[src/rtl/weight_fifo_pkg.sv]
// Weight FIFO fill controller: shared FSM state type and default sizing.
// Lane masking is compiled in with WFIFO_LANE_MASK_EN.
package weight_fifo_pkg;

    typedef enum logic [1:0] {
        S_IDLE  = 2'd0,
        S_ISSUE = 2'd1,
        S_DRAIN = 2'd2
    } wfifo_state_t;

    localparam int DEF_FIFO_WIDTH = 16;
    localparam int DEF_FIFO_DEPTH = 16;
    localparam int DEF_SYS_ROW    = 16;
    localparam int DEF_ADDR_WIDTH = 16;
    localparam int DEF_RD_LATENCY = 2;

endpackage

[src/rtl/weight_fifo_fill_ctrl_rd_pipe.sv]
// Read-latency delay line: carries issue valid and the active lane mask
// from the memory read strobe to the matching FIFO write strobe.
module wfifo_rd_pipe
    import weight_fifo_pkg::*;
#(
    parameter int LANES = DEF_FIFO_WIDTH,
    parameter int LAT   = DEF_RD_LATENCY
) (
    input  logic             clk,
    input  logic             rst,
    input  logic             i_vld,
    input  logic [LANES-1:0] i_mask,
    output logic [LANES-1:0] o_push,
    output logic             o_busy
);

    logic [LAT-1:0]            r_vld;
    logic [LAT-1:0][LANES-1:0] r_mask;

    // shift issue flags and lane masks toward the FIFO write port
    always_ff @(posedge clk or posedge rst) begin
        if (rst) begin
            r_vld  <= '0;
            r_mask <= '0;
        end else begin
            r_vld[0]  <= i_vld;
            r_mask[0] <= i_mask;
            for (int i = 1; i < LAT; i++) begin
                r_vld[i]  <= r_vld[i-1];
                r_mask[i] <= r_mask[i-1];
            end
        end
    end

    assign o_push = r_vld[LAT-1] ? r_mask[LAT-1] : '0;
    assign o_busy = |r_vld;

endmodule

[src/rtl/weight_fifo_fill_ctrl.sv]
// Fetches repeat_cnt*SYS_ROW weight rows into per-lane FIFOs, credit-gated.
// Define WFIFO_LANE_MASK_EN to add the lane_mask input.
module weight_fifo_fill_ctrl
    import weight_fifo_pkg::*;
#(
    parameter int FIFO_WIDTH = DEF_FIFO_WIDTH,
    parameter int FIFO_DEPTH = DEF_FIFO_DEPTH,
    parameter int SYS_ROW    = DEF_SYS_ROW,
    parameter int ADDR_WIDTH = DEF_ADDR_WIDTH,
    parameter int RD_LATENCY = DEF_RD_LATENCY
) (
    input  logic                                 clk,
    input  logic                                 rst,
    input  logic                                 start,
    input  logic [31:0]                          repeat_cnt,
    input  logic [ADDR_WIDTH-1:0]                base_addr,
    input  logic [ADDR_WIDTH-1:0]                offset_addr,
    input  logic [ADDR_WIDTH-1:0]                lane_stride,
`ifdef WFIFO_LANE_MASK_EN
    input  logic [FIFO_WIDTH-1:0]                lane_mask,
`endif
    input  logic                                 fifo_pop,
    output logic [FIFO_WIDTH-1:0]                w_mem_rd_en,
    output logic [FIFO_WIDTH-1:0][ADDR_WIDTH-1:0] w_mem_rd_addr,
    output logic [FIFO_WIDTH-1:0]                fifo_push,
    output logic                                 busy,
    output logic                                 done
);

    localparam int SR_LOG2 = $clog2(SYS_ROW);
    localparam int CNT_W   = 32 + SR_LOG2;
    localparam int CRD_W   = $clog2(FIFO_DEPTH) + 1;

    wfifo_state_t          r_state;
    wfifo_state_t          w_next;
    logic [CNT_W-1:0]      r_total;
    logic [CNT_W-1:0]      r_k;
    logic [ADDR_WIDTH-1:0] r_base_off;
    logic [ADDR_WIDTH-1:0] r_stride;
    logic [CRD_W-1:0]      r_credit;
    logic                  r_zero_done;
    logic [FIFO_WIDTH-1:0] w_mask;
    logic                  w_accept;
    logic                  w_issue;
    logic                  w_last;
    logic                  w_pop_eff;
    logic                  w_inflight;

    assign w_accept  = start && (r_state == S_IDLE);
    assign w_issue   = (r_state == S_ISSUE) && (r_credit != '0);
    assign w_last    = w_issue && (r_k == r_total - CNT_W'(1));
    assign w_pop_eff = fifo_pop &&
                       ((r_credit != CRD_W'(FIFO_DEPTH)) || w_issue);

`ifdef WFIFO_LANE_MASK_EN
    logic [FIFO_WIDTH-1:0] r_mask;

    // capture the active lane set for the whole job
    always_ff @(posedge clk or posedge rst) begin
        if (rst) begin
            r_mask <= '0;
        end else if (w_accept) begin
            r_mask <= lane_mask;
        end
    end

    assign w_mask = r_mask;
`else
    assign w_mask = '1;
`endif

    // state register
    always_ff @(posedge clk or posedge rst) begin
        if (rst) begin
            r_state <= S_IDLE;
        end else begin
            r_state <= w_next;
        end
    end

    // next state, busy and completion pulse
    always_comb begin
        w_next = r_state;
        busy   = (r_state != S_IDLE);
        done   = r_zero_done;
        unique case (r_state)
            S_IDLE: begin
                if (w_accept && (repeat_cnt != '0)) begin
                    w_next = S_ISSUE;
                end
            end
            S_ISSUE: begin
                if (w_last) begin
                    w_next = S_DRAIN;
                end
            end
            S_DRAIN: begin
                if (!w_inflight) begin
                    w_next = S_IDLE;
                    done   = 1'b1;
                end
            end
            default: w_next = S_IDLE;
        endcase
    end

    // job parameters and issue index
    always_ff @(posedge clk or posedge rst) begin
        if (rst) begin
            r_total     <= '0;
            r_k         <= '0;
            r_base_off  <= '0;
            r_stride    <= '0;
            r_zero_done <= 1'b0;
        end else begin
            r_zero_done <= w_accept && (repeat_cnt == '0);
            if (w_accept) begin
                r_total    <= CNT_W'(repeat_cnt) << SR_LOG2;
                r_k        <= '0;
                r_base_off <= base_addr + offset_addr;
                r_stride   <= lane_stride;
            end else if (w_issue) begin
                r_k <= r_k + CNT_W'(1);
            end
        end
    end

    // FIFO space credits: one per issue taken, one per pop returned
    always_ff @(posedge clk or posedge rst) begin
        if (rst) begin
            r_credit <= CRD_W'(FIFO_DEPTH);
        end else if (w_issue && !w_pop_eff) begin
            r_credit <= r_credit - CRD_W'(1);
        end else if (!w_issue && w_pop_eff) begin
            r_credit <= r_credit + CRD_W'(1);
        end
    end

    // per-lane read strobes and addresses, zero on idle lanes
    always_comb begin
        w_mem_rd_en   = w_issue ? w_mask : '0;
        w_mem_rd_addr = '0;
        for (int i = 0; i < FIFO_WIDTH; i++) begin
            if (w_mem_rd_en[i]) begin
                w_mem_rd_addr[i] = r_base_off
                                 + ADDR_WIDTH'(i) * r_stride
                                 + r_k[ADDR_WIDTH-1:0];
            end
        end
    end

    wfifo_rd_pipe #(
        .LANES (FIFO_WIDTH),
        .LAT   (RD_LATENCY)
    ) u_rd_pipe (
        .clk    (clk),
        .rst    (rst),
        .i_vld  (w_issue),
        .i_mask (w_mask),
        .o_push (fifo_push),
        .o_busy (w_inflight)
    );

endmodule

[config.mk]
export PLATFORM = sky130hd
export DESIGN_NAME = weight_fifo_fill_ctrl
export DESIGN_NICKNAME = d
export VERILOG_FILES = /design/src/rtl/weight_fifo_pkg.sv /design/src/rtl/weight_fifo_fill_ctrl_rd_pipe.sv /design/src/rtl/weight_fifo_fill_ctrl.sv
export SDC_FILE = /design/constraint.sdc
export NUM_CORES = 2
export LEC_CHECK = 0
export ABC_AREA = 1
export CORE_ASPECT_RATIO = 0.7
export CORE_MARGIN = 5
export CORE_UTILIZATION = 45
export DETAILED_ROUTE_END_ITERATION = 8
export PLACE_DENSITY = 0.78
export SYNTH_ARGS = -nofsm -noshare
export SYNTH_HDL_FRONTEND = slang
export SYNTH_SLANG_ARGS = --single-unit
[constraint.sdc]
create_clock -name clk -period 7.3 [get_ports clk]
set_input_delay 0.73 -clock clk [delete_from_list [all_inputs] [get_ports clk]]
set_output_delay 0.73 -clock clk [all_outputs]
set_load 0.02 [all_outputs]
After elaboration in Yosys (flattened, before gate mapping). Cells that the tools add are included.

Word-level logic and storage cells: 112. Input bits: 84. Output and inout bits: 290. Bits in registers: 112.

Multipliers: 11. $add $sub $neg: 36. Equal/unequal tests: 7. Reductions and logical operators: 20. Muxes and demuxes: 28.

Operator list (number): $add A16 B16 Y16 (32); $mux W16 (18); $mux W36 (2); $mul A4 B16 Y16 const A (4); $add A36 B1 Y36 const B (1); $eq A36 B36 Y1 (1); $sub A36 B1 Y36 const B (1); $logic_not A32 Y1 (1); $mul A3 B16 Y15 const A (2); $mul A3 B16 Y16 const A (2); $reduce_bool A32 Y1 (1); $mul A2 B16 Y14 const A (1); $mul A2 B16 Y15 const A (1); $mul A2 B16 Y16 const A (1); $mux W5 (2); $logic_and A1 B1 Y1 (8); $mux W2 (3); $pmux W2 S3 (1); $reduce_bool A2 Y1 (3); $add A5 B1 Y5 const B (1); $ne A5 B5 Y1 const B (1); $reduce_bool A5 Y1 (1); $sub A5 B1 Y5 const B (1); $ne A2 B2 Y1 const B (2); other kinds (9) (11).

Longest topological paths before layout.
Depth after elaboration: 7. Mapped depth: 22. Mapped depth without buffers: 22.

Hierarchy. A second synthesis with hierarchy kept.

Cells, all modules: 3718. Area, all modules: 27762.9 um2.

Modules (own cells, without submodules): weight_fifo_fill_ctrl (cells each 3646, times used 1, area an instance 26748.2 um2); wfifo_rd_pipe (cells each 72, times used 1, area an instance 1014.7 um2).

Worst setup path after synthesis. Ideal clock, no wire load.

Path type: reg2out. From: reg r_stride[1]. To: out w_mem_rd_addr[238] (netlist bit). Arrival: 4404 ps. Stages on the path, launching flop included: 20. Path slack: 2166 ps. Required time: 6570 ps. Cells stage by stage: dfrtp_1 fa_1 ha_1 inv_1 fa_1 nor4_1 nor2_1 o21ai_1 xnor2_1 fa_1 inv_1 ha_1 nand2_1 nor2_1 nand3_1 nand3_1 a21oi_1 o21bai_1 o21ai_0 a21oi_1.

RTL lines: start, declared (RTL line weight_fifo_fill_ctrl.sv:39) `logic [ADDR_WIDTH-1:0] r_stride;`; start signal, assigned (RTL line weight_fifo_fill_ctrl.sv:121) `r_stride <= lane_stride;`; end, declared (RTL line weight_fifo_fill_ctrl.sv:24) `output logic [FIFO_WIDTH-1:0][ADDR_WIDTH-1:0] w_mem_rd_addr,`.

==> out/qor.txt <==
Register bit total from synthesis = 112
Fillers = 5676
Fin. Hold Viols = 0
Most common cell in the netlist = inv_1
Asr flop ratio synth = 100%
Clock sinks = 112
Post-Syn Instances = 3638
Final slew viol count = 0
Initial DRC count = 3777
DRC errors left = 0
Via/cell ratio = 5.60
Initial Utilization = 45.1%
Area of the multi-input gates = 21000 µm²
Num CTS Buffers = 9
Mean post-synth cell area = 7.39 µm²
Total setup buffers inserted after CTS = 0
Max Freq = 0.142 GHz
Vias in the first global route = 24292
Die Area = 64800 µm²
Post-synth cell types = 56
Row Count = 75
DIE WIDTH = 302 µm
Routed Antenna Nets = 0
Final wirelength = 103000 µm
Max Clock Skew = 0.0167 ns
Diode count = 0
Fraction of layout cells with a size suffix above 1 = 3.53%
Post-CTS Resized = 0
Clock-pin slew on the worst setup and hold paths = 0.10 ns
Die height = 215 µm
Top cell type's share of synthesized area = 23.0%
Seq/Total Area, Yosys = 10.4%
# nets final = 4661
Synth Warn # = 0
CP startpoint kind = register
Final setup viols = 0
First-pass GRT wire length = 153000 µm
Seq. cell area = 2800 µm²
Ports = 374
Status = complete, no violations
Crit end category = primary output
Core ar. = 59600 µm²
Vias = 26700
Gpl congestion = 1.05
RSZ-0062 raised after global routing = false
Setup TNS = 0 ns
Dominant synthesized flop cell = dfrtp_1
Max cap viols = 0
Largest net degree at the start of global routing = 139
Later-pin clock latency in the skew report = 0.39 ns
Max_slew headroom = 23.0%
Worst-margin pin slew = 1.15 ns
Gr usage total = 30.8%
Min-Delay Path Class = register to register
Max FO, Critical Path = 15
CTS tree = yes
Congestion Overflow GR = 0
H-tree levels = 3
P&R area growth vs syn = 17.6%
Routed wire per std cell = 21.7 µm
DR pass1 iterations = 9
CTS root buf = clkbuf_16
Final period util = 96.4%
Number of synthesized flops with an enable pin = 0
DP Area = 31300 µm²
Fin area = 31600 µm²
Post-synth top cells = inv_1 (627), nand2_1 (566), a21oi_1 (458)
Max clock buf depth = 2
Synth area leader = fa_1
Syn_nets = 4343
Tmin final = 7.04 ns
Initial antenna violation count = 1
Critical Path AT = 6.31 ns
Post-synthesis cell area = 26900 µm²
Hold-fix buffers, CTS = 0
Crit path kind = register to primary output
Largest cells by area after synthesis = fa_1 (23%), ha_1 (15%), dfrtp_1 (10%), inv_1 (8.8%), a21oi_1 (8.5%)
CP required = 6.57 ns
Port Buffers = 373
DP HPWL = 87700 µm
placed cells by master, fill, tap and decap left out, types with 18 or more instances in the layout:
master / count
inv_1: 626
fa_1: 309
xor2_1: 67
clkdlybuf4s50_1: 373
a21oi_1: 458
nand4_1: 26
a21o_1: 20
nor2_1: 265
nand3_1: 132
nor3_1: 51
o2111ai_1: 18
nand2_1: 566
xnor2_1: 68
dfrtp_1: 111
o21ai_0: 292
o21ai_1: 23
buf_4: 41
ha_1: 312
cells by family (layout without fill, tap and decap cells):
group                    count (synthesis)  in the layout  synth area share [%]
other                                    1              1                0.0139
XOR/XNOR                               140            140                  4.85
flip-flops                             112            112                  10.4
buffers and inverters                  750           1073                  11.4
adder cells (fa/ha/maj)                621            621                  37.5
AND/OR/NAND/NOR                       1122           1122                  18.0
AO/OA/AOI/OAI                          892            892                  17.8
layer usage:
layer	up-vias	GRT usage, %	wire, µm
li1	12497	-	-
met1	12407	46.6	45700
met2	1645	40.6	39300
met3	149	13.0	15600
met4	2	6.29	2630
met5	-	0	13
cell type report:
type	instances	share of cell area [%]
Clock buffer	9	0.712
Multi-Input combinational cell	2776	66.5
Timing Repair Buffer	414	12.8
Clock inverter	7	0.297
Sequential cell	112	8.86
Tap cell	808	3.20
Inverter	643	7.65
flip-flops by register name (all words and copies together) (netlist names):
signal,count
r_k,36
r_zero_done,1
r_state,2
u_rd_pipe.r_vld,2
r_credit,5
r_base_off,16
r_stride,16
u_rd_pipe.r_mask,2
r_total,32
final timing paths:
kind,depth (start not counted),slack (ns),endpoint,start
max,20,0.26,w_mem_rd_addr[238],r_stride[2]$_DFFE_PP0P_
min,0,0.36,u_rd_pipe.r_mask[16]$_DFF_PP0_,u_rd_pipe.r_mask[0]$_DFF_PP0_
max reg2reg,13,4.21,r_credit[4]$_DFFE_PP1P_,r_credit[4]$_DFFE_PP1P_
min reg2reg,0,0.36,u_rd_pipe.r_mask[16]$_DFF_PP0_,u_rd_pipe.r_mask[0]$_DFF_PP0_
max in group asynchronous,3,5.15,r_base_off[2]$_DFFE_PP0P_,rst
min in group asynchronous,2,0.86,r_base_off[14]$_DFFE_PP0P_,rst
worst max-delay path, stage by stage (launching register included):
cell and delay (ns):
dfrtp_1 0.73, fa_1 0.74, ha_1 0.22, inv_1 0.07, fa_1 0.44, nor4_1 0.31
nor2_1 0.18, o21ai_1 0.33, xnor2_1 0.13, fa_1 0.48, inv_1 0.05, ha_1 0.38
nand2_1 0.09, nor2_1 0.14, nand3_1 0.10, nand3_1 0.16, a21oi_1 0.09, o21bai_1 0.18
o21ai_0 0.10, a21oi_1 0.33, clkdlybuf4s50_1 0.67
through the flow:
| stage | instances | worst slack (ns) | hold WS, ns | util [%] |
|---|---|---|---|---|
| after global placement | 4753 | 0.957 | 0.332 | 52.6 |
| after global routing | 4769 | 0.133 | 0.381 | 53.1 |
| after CTS | 4769 | 0.395 | 0.362 | 53.1 |
| after detailed placement | 4753 | 0.819 | 0.339 | 52.6 |
| after floorplan | 3638 | 2.17 | 0.331 | - |
| final | 4769 | 0.261 | 0.361 | 53.1 |
Power is not shown: default switching activity piles up to over one toggle a cycle in this logic, so the estimate is an artifact.
